<file path="config.mk">
export PLATFORM = sky130hd
export DESIGN_NAME = multicycle_ctrl
export DESIGN_NICKNAME = d
export VERILOG_FILES = /design/src/rtl/mips_defs.sv /design/src/rtl/mc_opclass.sv /design/src/rtl/multicycle_ctrl.sv
export SDC_FILE = /design/constraint.sdc
export NUM_CORES = 1
export LEC_CHECK = 0
export CORE_ASPECT_RATIO = 0.8
export CORE_MARGIN = 2
export CORE_UTILIZATION = 51
export CTS_BUF_LIST = sky130_fd_sc_hd__clkbuf_4
export DETAILED_ROUTE_END_ITERATION = 7
export GPL_TIMING_DRIVEN = 1
export PLACE_DENSITY = 0.92
export SYNTH_ARGS = -nofsm -noshare
export SYNTH_HDL_FRONTEND = slang
export SYNTH_SLANG_ARGS = --single-unit
</file>
<file path="constraint.sdc">
create_clock -name clk -period 5.2 [get_ports clk]
set_input_delay 1.56 -clock clk [delete_from_list [all_inputs] [get_ports clk]]
set_output_delay 1.56 -clock clk [all_outputs]
set_load 0.01 [all_outputs]
</file>
<file path="src/rtl/mips_defs.sv">
// Shared definitions for the multi-cycle MIPS controller: opcodes, FSM states
// and the datapath select encodings.
package mips_defs;

    localparam logic [5:0] OP_RTYPE = 6'h00;
    localparam logic [5:0] OP_J     = 6'h02;
    localparam logic [5:0] OP_BEQ   = 6'h04;
    localparam logic [5:0] OP_BNE   = 6'h05;
    localparam logic [5:0] OP_ADDI  = 6'h08;
    localparam logic [5:0] OP_MUL   = 6'h1C;
    localparam logic [5:0] OP_LB    = 6'h20;
    localparam logic [5:0] OP_LH    = 6'h21;
    localparam logic [5:0] OP_LW    = 6'h23;
    localparam logic [5:0] OP_SB    = 6'h28;
    localparam logic [5:0] OP_SH    = 6'h29;
    localparam logic [5:0] OP_SW    = 6'h2B;

    typedef enum logic [2:0] {
        ST_FETCH,
        ST_DECODE,
        ST_EXEC,
        ST_MUL_WAIT,
        ST_MEM,
        ST_WB
    } state_t;

    localparam logic [1:0] SIZE_WORD = 2'b00;
    localparam logic [1:0] SIZE_HALF = 2'b01;
    localparam logic [1:0] SIZE_BYTE = 2'b10;

    localparam logic [1:0] PC_SRC_ALU    = 2'b00;
    localparam logic [1:0] PC_SRC_ALUOUT = 2'b01;
    localparam logic [1:0] PC_SRC_JUMP   = 2'b10;

    localparam logic [1:0] SRCB_RT      = 2'b00;
    localparam logic [1:0] SRCB_FOUR    = 2'b01;
    localparam logic [1:0] SRCB_IMM     = 2'b10;
    localparam logic [1:0] SRCB_IMM_SH2 = 2'b11;

    localparam logic [1:0] ALUOP_ADD   = 2'b00;
    localparam logic [1:0] ALUOP_SUB   = 2'b01;
    localparam logic [1:0] ALUOP_FUNCT = 2'b10;

    // Load/store width lives in the low two opcode bits (11 word, 01 half, 00 byte).
    function automatic logic [1:0] size_from_op(input logic [1:0] low);
        case (low)
            2'b11:   size_from_op = SIZE_WORD;
            2'b01:   size_from_op = SIZE_HALF;
            default: size_from_op = SIZE_BYTE;
        endcase
    endfunction

endpackage

</file>
<file path="src/rtl/mc_opclass.sv">
// Combinational opcode classifier: one-hot instruction class plus the memory
// access width for loads and stores.
module mc_opclass
    import mips_defs::*;
(
    input  logic [5:0] opcode,
    output logic       is_r,
    output logic       is_mul,
    output logic       is_ld,
    output logic       is_st,
    output logic       is_br,
    output logic       is_j,
    output logic       is_addi,
    output logic       illegal,
    output logic [1:0] size
);

    always_comb begin
        is_r    = 1'b0;
        is_mul  = 1'b0;
        is_ld   = 1'b0;
        is_st   = 1'b0;
        is_br   = 1'b0;
        is_j    = 1'b0;
        is_addi = 1'b0;
        illegal = 1'b0;
        size    = size_from_op(opcode[1:0]);
        case (opcode)
            OP_RTYPE:            is_r    = 1'b1;
            OP_ADDI:             is_addi = 1'b1;
            OP_BEQ, OP_BNE:      is_br   = 1'b1;
            OP_MUL:              is_mul  = 1'b1;
            OP_J:                is_j    = 1'b1;
            OP_LB, OP_LH, OP_LW: is_ld   = 1'b1;
            OP_SB, OP_SH, OP_SW: is_st   = 1'b1;
            default:             illegal = 1'b1;
        endcase
    end

endmodule

</file>
<file path="src/rtl/multicycle_ctrl.sv">
// Multi-cycle MIPS control FSM: sequences fetch, decode, execute, multiply
// wait, memory and write-back with a memory-timeout watchdog.
module multicycle_ctrl
    import mips_defs::*;
#(
    parameter int MEM_TIMEOUT = 255,
    parameter int CNT_W       = 8
) (
    input  logic       clk,
    input  logic       rst,
    input  logic [5:0] opcode,
    input  logic       mem_ready,
    input  logic       mul_done,
    input  logic       zero,
    output logic       pc_write,
    output logic [1:0] pc_src,
    output logic       ir_write,
    output logic       mem_read,
    output logic       mem_write,
    output logic [1:0] mem_size,
    output logic       iord,
    output logic       alu_src_a,
    output logic [1:0] alu_src_b,
    output logic [1:0] alu_op,
    output logic       reg_dst,
    output logic       mem_to_reg,
    output logic       reg_write,
    output logic       mul_start,
    output logic       illegal_op,
    output logic       bus_err
);

    localparam logic [CNT_W-1:0] CNT_LAST = CNT_W'(MEM_TIMEOUT - 1);

    state_t           state;
    state_t           state_next;
    logic [CNT_W-1:0] cnt;
    logic             waiting;
    logic             timeout;
    logic             is_r, is_mul, is_ld, is_st, is_br, is_j, is_addi, illegal;
    logic [1:0]       size;
    logic             br_taken;

    mc_opclass u_opclass (
        .opcode  (opcode),
        .is_r    (is_r),
        .is_mul  (is_mul),
        .is_ld   (is_ld),
        .is_st   (is_st),
        .is_br   (is_br),
        .is_j    (is_j),
        .is_addi (is_addi),
        .illegal (illegal),
        .size    (size)
    );

    // mem_ready in the expiry cycle beats the timeout.
    assign waiting  = ((state == ST_FETCH) || (state == ST_MEM)) && !mem_ready;
    assign timeout  = (MEM_TIMEOUT != 0) && waiting && (cnt == CNT_LAST);
    assign br_taken = (opcode == OP_BNE) ? !zero : zero;

    always_ff @(posedge clk) begin
        if (rst) state <= ST_FETCH;
        else     state <= state_next;
    end

    // Any state change (and a FETCH-to-FETCH timeout retry) restarts the watchdog.
    always_ff @(posedge clk) begin
        if (rst)                                cnt <= '0;
        else if (state_next != state || timeout) cnt <= '0;
        else if (waiting)                       cnt <= cnt + CNT_W'(1);
    end

    always_comb begin
        state_next = state;
        case (state)
            ST_FETCH:    if (mem_ready) state_next = ST_DECODE;
            ST_DECODE: begin
                if (is_r || is_addi || is_br || is_ld || is_st) state_next = ST_EXEC;
                else if (is_mul)                                state_next = ST_MUL_WAIT;
                else                                            state_next = ST_FETCH;
            end
            ST_EXEC: begin
                if (is_br)               state_next = ST_FETCH;
                else if (is_ld || is_st) state_next = ST_MEM;
                else                     state_next = ST_WB;
            end
            ST_MUL_WAIT: if (mul_done) state_next = ST_WB;
            ST_MEM: begin
                if (mem_ready)    state_next = is_ld ? ST_WB : ST_FETCH;
                else if (timeout) state_next = ST_FETCH;
            end
            ST_WB:       state_next = ST_FETCH;
            default:     state_next = ST_FETCH;
        endcase
    end

    // Outputs are forced low while rst is high so a reset mid-instruction
    // cannot leak a write or strobe.
    always_comb begin
        pc_write   = 1'b0;
        pc_src     = PC_SRC_ALU;
        ir_write   = 1'b0;
        mem_read   = 1'b0;
        mem_write  = 1'b0;
        mem_size   = SIZE_WORD;
        iord       = 1'b0;
        alu_src_a  = 1'b0;
        alu_src_b  = SRCB_RT;
        alu_op     = ALUOP_ADD;
        reg_dst    = 1'b0;
        mem_to_reg = 1'b0;
        reg_write  = 1'b0;
        mul_start  = 1'b0;
        illegal_op = 1'b0;
        bus_err    = 1'b0;
        if (!rst) begin
            case (state)
                ST_FETCH: begin
                    mem_read  = !timeout;
                    alu_src_b = SRCB_FOUR;
                    bus_err   = timeout;
                    if (mem_ready) begin
                        ir_write = 1'b1;
                        pc_write = 1'b1;
                    end
                end
                ST_DECODE: begin
                    alu_src_b  = SRCB_IMM_SH2;
                    mul_start  = is_mul;
                    illegal_op = illegal;
                    if (is_j) begin
                        pc_write = 1'b1;
                        pc_src   = PC_SRC_JUMP;
                    end
                end
                ST_EXEC: begin
                    alu_src_a = 1'b1;
                    if (is_r) begin
                        alu_op = ALUOP_FUNCT;
                    end else if (is_br) begin
                        alu_op   = ALUOP_SUB;
                        pc_write = br_taken;
                        pc_src   = PC_SRC_ALUOUT;
                    end else if (is_addi || is_ld || is_st) begin
                        alu_src_b = SRCB_IMM;
                    end
                end
                ST_MEM: begin
                    iord      = 1'b1;
                    mem_size  = size;
                    mem_read  = is_ld && !timeout;
                    mem_write = is_st && !timeout;
                    bus_err   = timeout;
                end
                ST_WB: begin
                    reg_write  = 1'b1;
                    reg_dst    = is_r || is_mul;
                    mem_to_reg = is_ld;
                end
                default: ;
            endcase
        end
    end

endmodule
</file>
==> implementation parameters, run 1 <==
Parameter                              Value

Layout
  Post-route cell area ... approximately 1400 um^2
  Layout overhead on the synthesized area ... 44.8%
  Antenna cell count ... 0
  Fillers ... 130
  Share of cells above drive strength 1 ... 14.5%
  Net count of the finished layout ... 187

Setup path
  Top delay family on crit path ... buffers and inverters
  Critical Path Start Type ... input port
  Critical path type ... in -> out
  Worst Reg-to-Reg Cells ... 4
  Largest driver fanout on the critical path ... 4
  Ordered cell list for the critical path ... clkdlybuf4s50_1 > or4b_1 > nor2_4 > and3_1 > o21a_1 > clkdlybuf4s50_1
  Worst path required time ... 3.64 ns
  Data arrival time of the critical path ... 3.58 ns
  Crit path buf inv count ... 2
  Endpoint type of the worst setup path ... output pin
  Depth of the critical timing path with buffers and inverters included ... 6
  Most used cell, CP ... sky130_fd_sc_hd__clkdlybuf4s50_1
  Crit path max-delay cell type ... sky130_fd_sc_hd__or4b_1
  Max incr delay on CP ... 0.61 ns

Timing
  Max frequency ... 0.195 GHz
  Setup repair after global routing missed its margin ... yes
  Post-layout minimum cycle time ... 5.14 ns
  Final-report setup violation count ... 0
  Worst-margin pin slew ... around 0.46 ns
  Max-Slew Margin vs Limit ... 69.2%
  Post-route setup slack ... 0.0590 ns
  Setup skew after layout ... slightly below 0.008 ns
  Final period util ... between 90% and 100%
  Final-report hold violation count ... 0
  Total Neg Setup Slack ... 0 ns
  Worst hold margin ... 0.560 ns
  Final number of max-transition violations ... 0

Global route
  First-pass GRT wire length ... 4910 um
  Vias in the first global route ... 1067
  Grt ovf ... 0
  Global-route usage over all layers ... 29.3%
  Antenna violations before repair ... 0
  Largest net degree at the start of global routing ... 16

Synth
  Mapped Area ... 980 um^2
  Number of flip-flops and latches in the synthesized netlist ... 11
  Fraction of post-synthesis cell area in the top cell type by area ... 22.5%
  Prevailing post-synth register cell ... sky130_fd_sc_hd__dfxtp_1
  Ranking of synthesized cells by area ... sky130_fd_sc_hd__dfxtp_1 22%, sky130_fd_sc_hd__nor4_1 7.7%, sky130_fd_sc_hd__nor3_1 6.1%
  Cell count after synthesis ... around 140
  Synthesized netlist net count ... 148
  Largest area contributor in the netlist ... sky130_fd_sc_hd__dfxtp_1
  Fraction of synthesis flops using an asynchronous set or reset pin ... 0%
  Number of enable-type register cells in the synthesized netlist ... 0
  Yosys warning total ... 0
  Number of library cell types mapped by synthesis ... 42
  Cell with the most instances after synthesis ... sky130_fd_sc_hd__nor2_1
  Top cells by count, synth ... 14 x sky130_fd_sc_hd__nor2_1, 12 x sky130_fd_sc_hd__nand2_1, 12 x sky130_fd_sc_hd__nor3_1, 12 x sky130_fd_sc_hd__nor4_1, 11 x sky130_fd_sc_hd__dfxtp_1
  Synth Area per Inst ... 7.26 um^2
  Share of synthesized area occupied by flip-flops and latches ... between 20% and 30%

Clock network
  CTS max path bufs ... 2
  Number of post-CTS setup repair buffers ... 0
  CTS Hold Buffers Added ... 0
  Number of buffers added by the clock tree synthesis step ... 3
  CTS tree ... done
  CTS H-tree depth ... 1
  Root Driver ... sky130_fd_sc_hd__clkbuf_4
  Clock tree sinks ... 11
  Clock edge transition at the registers on the reported setup and hold paths ... 0.07 ns
  Clock network latency to the later pin of the worst-skew pair ... 0.28 ns

Route
  Starting DRT DRC Count ... 69
  Drt drc ... 0
  Residual antenna-violating net count after detailed routing ... 0
  Final WL ... 3050 um
  Via/cell ratio ... 6.12
  Routed vias ... 1205
  WL/cell ... 15.5 um
  Initial DRT Pass Iterations ... 4

Job
  Number of maximum-capacitance constraint violations ... 0

Die
  X dimension of the die ... 53 um
  Core Region ... roughly 1800 um^2
  Number of top-level pins ... 31
  Die span in y ... approximately 43 um
  Die area ... 2290 um^2
  Initial core utilization ... a little over half
  Placement Rows ... 14

Placed design
  Final Wtd Congestion ... 0.898
  Worst setup slack after placement ... 0.00158 ns
  HPWL after detailed placement ... roughly 2400 um
  Count of buffers from port buffering ... 30
  Post-place instance area ... around 1400 um^2

Pwr
  Logic gate share of total power ... between 20 and 30%
  Flop pwr share ... about two fifths
  Worst vdd ir ... 0.200 mV
  Switching power of the nets ... 63.7 uW
  Fraction of power consumed by the clock network ... approximately 30%
  Power density over the cells ... 150 nW/um^2
  Reported leakage power ... 0.557 nW
  Cell internal pwr ... 149 uW
  Sw Share ... 29.9%

Min path
  Number of instances on the worst hold path ... 2
  Path type of the worst min-delay path ... reg -> reg

Status
  Result of the run ... finished clean
## per-stage QoR
stage,instances,util (%),power (mW)
finish,197,77.1,0.213
global placement,193,73.8,0.147
CTS,197,75.6,0.213
global route,197,77.1,0.224
detailed placement,193,73.8,0.149
floorplan,135,-,0.121
## area by class of cell
cell class,count,area [um^2],share of cell area (%)
clock buffer,4,30.0,2.12
inverter,8,30.0,2.12
multi-input combinational,109,713,50.3
sequential,11,220,15.5
tap,24,30.0,2.12
timing repair buffer,41,395,27.9
## power groups by stage
stage | Sequential (mW) | Combinational (mW) | Clock (mW)
2_1_floorplan | 0.0887 | 0.0328 | 0
3_3_place_gp | 0.0907 | 0.0561 | 0
3_5_place_dp | 0.0909 | 0.0581 | 0
4_1_cts | 0.0889 | 0.0587 | 0.0652
5_1_grt | 0.0893 | 0.0650 | 0.0694
6_report | 0.0891 | 0.0603 | 0.0637
## final timing paths
path             start       end  slack [ns]
min reg2reg     cnt[7]    cnt[7]        0.56
max reg2reg   state[1]    cnt[0]        3.19
max          opcode[3]  pc_write        0.06
min             cnt[7]    cnt[7]        0.56
## timing repair
item                                    in CTS  in global routing
gates resized for setup                      1                  8
endpoints found under the setup margin       1                  5
cloned                                       0                  0
## placed cells by master (no fill, tap or decap), types with 3 or more instances in the layout
cell type and instances:
sky130_fd_sc_hd__a21oi_1 6, sky130_fd_sc_hd__and2_1 3, sky130_fd_sc_hd__buf_4 11, sky130_fd_sc_hd__clkbuf_4 4, sky130_fd_sc_hd__clkdlybuf4s50_1 25, sky130_fd_sc_hd__dfxtp_1 11, sky130_fd_sc_hd__dlymetal6s2s_1 5, sky130_fd_sc_hd__inv_1 8
sky130_fd_sc_hd__nand2_1 12, sky130_fd_sc_hd__nand3_1 3, sky130_fd_sc_hd__nand4_1 3, sky130_fd_sc_hd__nor2_1 13, sky130_fd_sc_hd__nor3_1 11, sky130_fd_sc_hd__nor4_1 11, sky130_fd_sc_hd__or2_2 3, sky130_fd_sc_hd__or3_1 4
sky130_fd_sc_hd__xnor2_1 5, sky130_fd_sc_hd__xor2_1 3
## cell families (layout without fill, tap and decap cells)
family	after synthesis	count (layout)	share of synthesized area (%)
AO/OA/AOI/OAI	19	19	15.8
XOR/XNOR	8	8	7.15
AND/OR/NAND/NOR	80	80	45.3
buffers and inverters	15	53	6.64
adder cells (fa/ha/maj)	2	2	2.55
flip-flops	11	11	22.5
## tightest hold or removal path, stage by stage (launching register included)
cell and delay [ns]:
sky130_fd_sc_hd__dfxtp_1 0.33, sky130_fd_sc_hd__xnor2_1 0.15, sky130_fd_sc_hd__nor4_1 0.04
## layer usage
layer,global-route usage (%),vias up,part of all wire [%]
li1,-,575,-
met1,41.9,556,44
met2,42.8,71,46
met3,9.86,3,9.6
met4,5.13,0,0.30
met5,0,-,0
## flip-flops by register name, indices dropped and copies added (netlist names)
register / flops
cnt: 8
state: 3
Note: power is estimated with default switching activity, not from simulation.
==> inputs of run 2 (changes only) <==
--- a/config.mk
+++ b/config.mk
@@ -6,9 +6,10 @@
 export NUM_CORES = 1
 export LEC_CHECK = 0
 export CORE_ASPECT_RATIO = 0.8
-export CORE_MARGIN = 2
+export CORE_MARGIN = 3
 export CORE_UTILIZATION = 51
 export CTS_BUF_LIST = sky130_fd_sc_hd__clkbuf_4
+export CTS_CLUSTER_SIZE = 8
 export DETAILED_ROUTE_END_ITERATION = 7
 export GPL_TIMING_DRIVEN = 1
 export PLACE_DENSITY = 0.92
==> run 2 against run 1 <==
Effect of this change:
- design area fell by 1.1%
- register-to-register slack lost 0.08 ns
- die area increased by 8.6%
- routed wire length increased by 22%
- worst hold slack improved by 0.028 ns
- sequential share of layout area is 0.17 points higher
- combinational power up 1%
==> implementation parameters, run 2 (same netlist as run 1, synthesis figures left out) <==
Parameter                              Value

Status
  Result of the run ... finished clean (unchanged)

Die
  Die span in y ... 45.2 um (was 43.2 um)
  Placement Rows ... 13 (was 14)
  Core Region ... 1720 um^2 (was 1840 um^2)
  Die area ... 2490 um^2 (was 2290 um^2)
  Number of top-level pins ... 31 (unchanged)
  X dimension of the die ... 55 um (was 53 um)
  Initial core utilization ... 56.8% (was 53.3%)

Layout
  Net count of the finished layout ... 187 (unchanged)
  Most common library cell in the layout ignoring fill and taps ... sky130_fd_sc_hd__clkdlybuf4s50_1 (unchanged)
  Antenna cell count ... 0 (unchanged)
  Layout overhead on the synthesized area ... 43.3% (was 44.8%)
  Final instance count without filler cells ... 195 (was 197)
  Largest registers ... cnt (8), state (3) (unchanged)
  Share of cells above drive strength 1 ... 14.5% (unchanged)
  Share of the core filled with cells ... 81.4% (was 77.1%)
  Register with the most flip-flops ... cnt (unchanged)
  Flip-flop count of the largest register after layout ... 8 (unchanged)
  Fillers ... 135 (was 130)
  Most used cells in the layout excluding fill and tap cells ... 27 x sky130_fd_sc_hd__clkdlybuf4s50_1, 13 x sky130_fd_sc_hd__nor2_1, 12 x sky130_fd_sc_hd__nand2_1, 12 x sky130_fd_sc_hd__nor4_1 (was 25 x sky130_fd_sc_hd__clkdlybuf4s50_1, 13 x sky130_fd_sc_hd__nor2_1, 12 x sky130_fd_sc_hd__nand2_1)

Clock network
  CTS max path bufs ... 2 (unchanged)
  CTS tree ... done (unchanged)
  Root Driver ... sky130_fd_sc_hd__clkbuf_4 (unchanged)
  CTS Hold Buffers Added ... 0 (unchanged)
  Clock network latency to the later pin of the worst-skew pair ... 0.27 ns (was 0.28 ns)
  CTS H-tree depth ... 1 (unchanged)
  Clock edge transition at the registers on the reported setup and hold paths ... 0.07 ns (about the same)
  Clock tree sinks ... 11 (unchanged)
  Number of buffers added by the clock tree synthesis step ... 3 (unchanged)

Timing
  Final number of max-transition violations ... 0 (unchanged)
  Setup repair after global routing missed its margin ... yes (unchanged)
  Setup skew after layout ... 0.00104 ns (was 0.00792 ns)
  Post-layout minimum cycle time ... 5.18 ns (was 5.14 ns)
  Post-route setup slack ... 0.0180 ns (was 0.0590 ns)
  Worst hold margin ... 0.589 ns (was 0.560 ns)
  Max frequency ... 0.193 GHz (was 0.195 GHz)
  Final-report setup violation count ... 0 (unchanged)
  Max-Slew Margin vs Limit ... 69.3% (was 69.2%)
  Final-report hold violation count ... 0 (unchanged)
  Worst-margin pin slew ... 0.459 ns (was 0.460 ns)
  Final period util ... 99.7% (was 98.9%)
  Total Neg Setup Slack ... 0 ns (unchanged)

Route
  Residual antenna-violating net count after detailed routing ... 0 (unchanged)
  WL/cell ... 19.1 um (was 15.5 um)
  Final WL ... 3720 um (was 3050 um)
  Drt drc ... 0 (unchanged)
  Routed vias ... 1306 (was 1205)
  Via/cell ratio ... 6.70 (was 6.12)
  Starting DRT DRC Count ... 121 (was 69)
  Initial DRT Pass Iterations ... 6 (was 4)

Job
  Number of maximum-capacitance constraint violations ... 0 (unchanged)

Setup path
  Endpoint type of the worst setup path ... output pin (unchanged)
  Worst Reg-to-Reg Cells ... 4 (unchanged)
  Crit path max-delay cell type ... sky130_fd_sc_hd__clkdlybuf4s50_1 (was sky130_fd_sc_hd__or4b_1)
  Data arrival time of the critical path ... 3.62 ns (was 3.58 ns)
  RR Endpoint ... cnt[6] (was cnt[0])
  Ordered cell list for the critical path ... clkdlybuf4s50_1 > or4b_1 > nor2_4 > and3_1 > o21a_1 > clkdlybuf4s50_1 (unchanged)
  Most used cell, CP ... sky130_fd_sc_hd__clkdlybuf4s50_1 (unchanged)
  Top delay family on crit path ... buffers and inverters (unchanged)
  R2R Setup Slk ... 3.11 ns (was 3.19 ns)
  Critical Path Start Type ... input port (unchanged)
  Max incr delay on CP ... 0.54 ns (was 0.61 ns)
  Largest driver fanout on the critical path ... 6 (was 4)
  Critical path type ... in -> out (unchanged)
  Worst path required time ... 3.64 ns (about the same)
  Launch instance of the worst register-to-register path ... state[0] (was state[1])
  Crit path buf inv count ... 2 (unchanged)

Min path
  Hold Startpoint ... cnt[7] (unchanged)
  Number of instances on the worst hold path ... 2 (unchanged)
  Path type of the worst min-delay path ... reg -> reg (unchanged)
  End point of the most critical hold path ... cnt[7] (unchanged)

Pwr
  Reported leakage power ... 0.527 nW (was 0.557 nW)
  Worst vdd ir ... 0.163 mV (was 0.200 mV)
  Power density over the cells ... 153 nW/um^2 (was 150 nW/um^2)

Global route
  Grt ovf ... 0 (unchanged)
  Antenna violations before repair ... 0 (unchanged)
  Global-route usage over all layers ... 31.3% (was 29.3%)
  Vias in the first global route ... 1162 (was 1067)
  Largest net degree at the start of global routing ... 16 (unchanged)
  First-pass GRT wire length ... 5550 um (was 4910 um)

Placed design
  Worst setup slack after placement ... -0.0571 ns (was 0.00158 ns)
  Final Wtd Congestion ... 0.907 (was 0.898)
  Count of buffers from port buffering ... 30 (unchanged)
  HPWL after detailed placement ... 2650 um (was 2370 um)
  Placed cell count ... 190 (was 193)
==> run 2: cell types whose count changed in the layout (fill, tap and decap cells not counted), sizes merged <==
| cell | change |
|---|---|
| dlygate4sd2 | +1 |
| dlymetal6s2s | -3 |
| clkdlybuf4s50 | +2 |
==> run 2: worst register-to-register path, stage by stage (launching register included) <==
cell and delay, ns:
sky130_fd_sc_hd__dfxtp_1 0.57, sky130_fd_sc_hd__inv_1 0.21, sky130_fd_sc_hd__o21ai_0 0.34, sky130_fd_sc_hd__nand4_1 0.43, sky130_fd_sc_hd__nor4_1 0.43
==> run 2: through the flow <==
step	power [mW]	area [um^2]
after floorplan	0.121	980
after global routing	0.223	1400
final	0.215	1400
after detailed placement	0.149	1350
after CTS	0.212	1380
after global placement	0.146	1350
==> run 2: routing by layer <==
| metal | global-route usage [%] | up-vias | routed length [um] |
|---|---|---|---|
| li1 | - | 572 | - |
| met1 | 43.5 | 582 | 1500 |
| met2 | 47.4 | 134 | 1630 |
| met3 | 10.6 | 18 | 473 |
| met4 | 5.34 | 0 | 110 |
| met5 | 0 | - | 0 |
==> run 2: power breakdown <==
group | total, mW | internal [mW] | leakage [nW] | switching [mW]
registers | 0.0893 | 0.0857 | 0.0890 | 0.00359
clock network | 0.0642 | 0.0350 | 0.0184 | 0.0293
logic | 0.0612 | 0.0284 | 0.419 | 0.0328
==> run 2: how the worst max path moves through the flow <==
stage,from,end,cells after the start
final,opcode[2],pc_write,6
after global routing,opcode[4],pc_write,6
after CTS,opcode[5],pc_write,6
after detailed placement,opcode[5],pc_write,6
after global placement,opcode[5],pc_write,6
after floorplan,opcode[3],pc_write,5
==> run 2: area by class of cell <==
type,instances,area [um^2],area share [%]
flip-flops and latches,11,220,15.7
multi-input cells,109,709,50.5
inverters,8,30.0,2.14
repair buffers,41,387,27.5
clock buffers,4,30.0,2.14
well taps,22,27.5,1.96
==> run 2: repair_timing <==
action	CTS	global route
buffers inserted	0	1
pin swaps	0	1
resized for setup	3	4
setup endpoints to repair	4	4
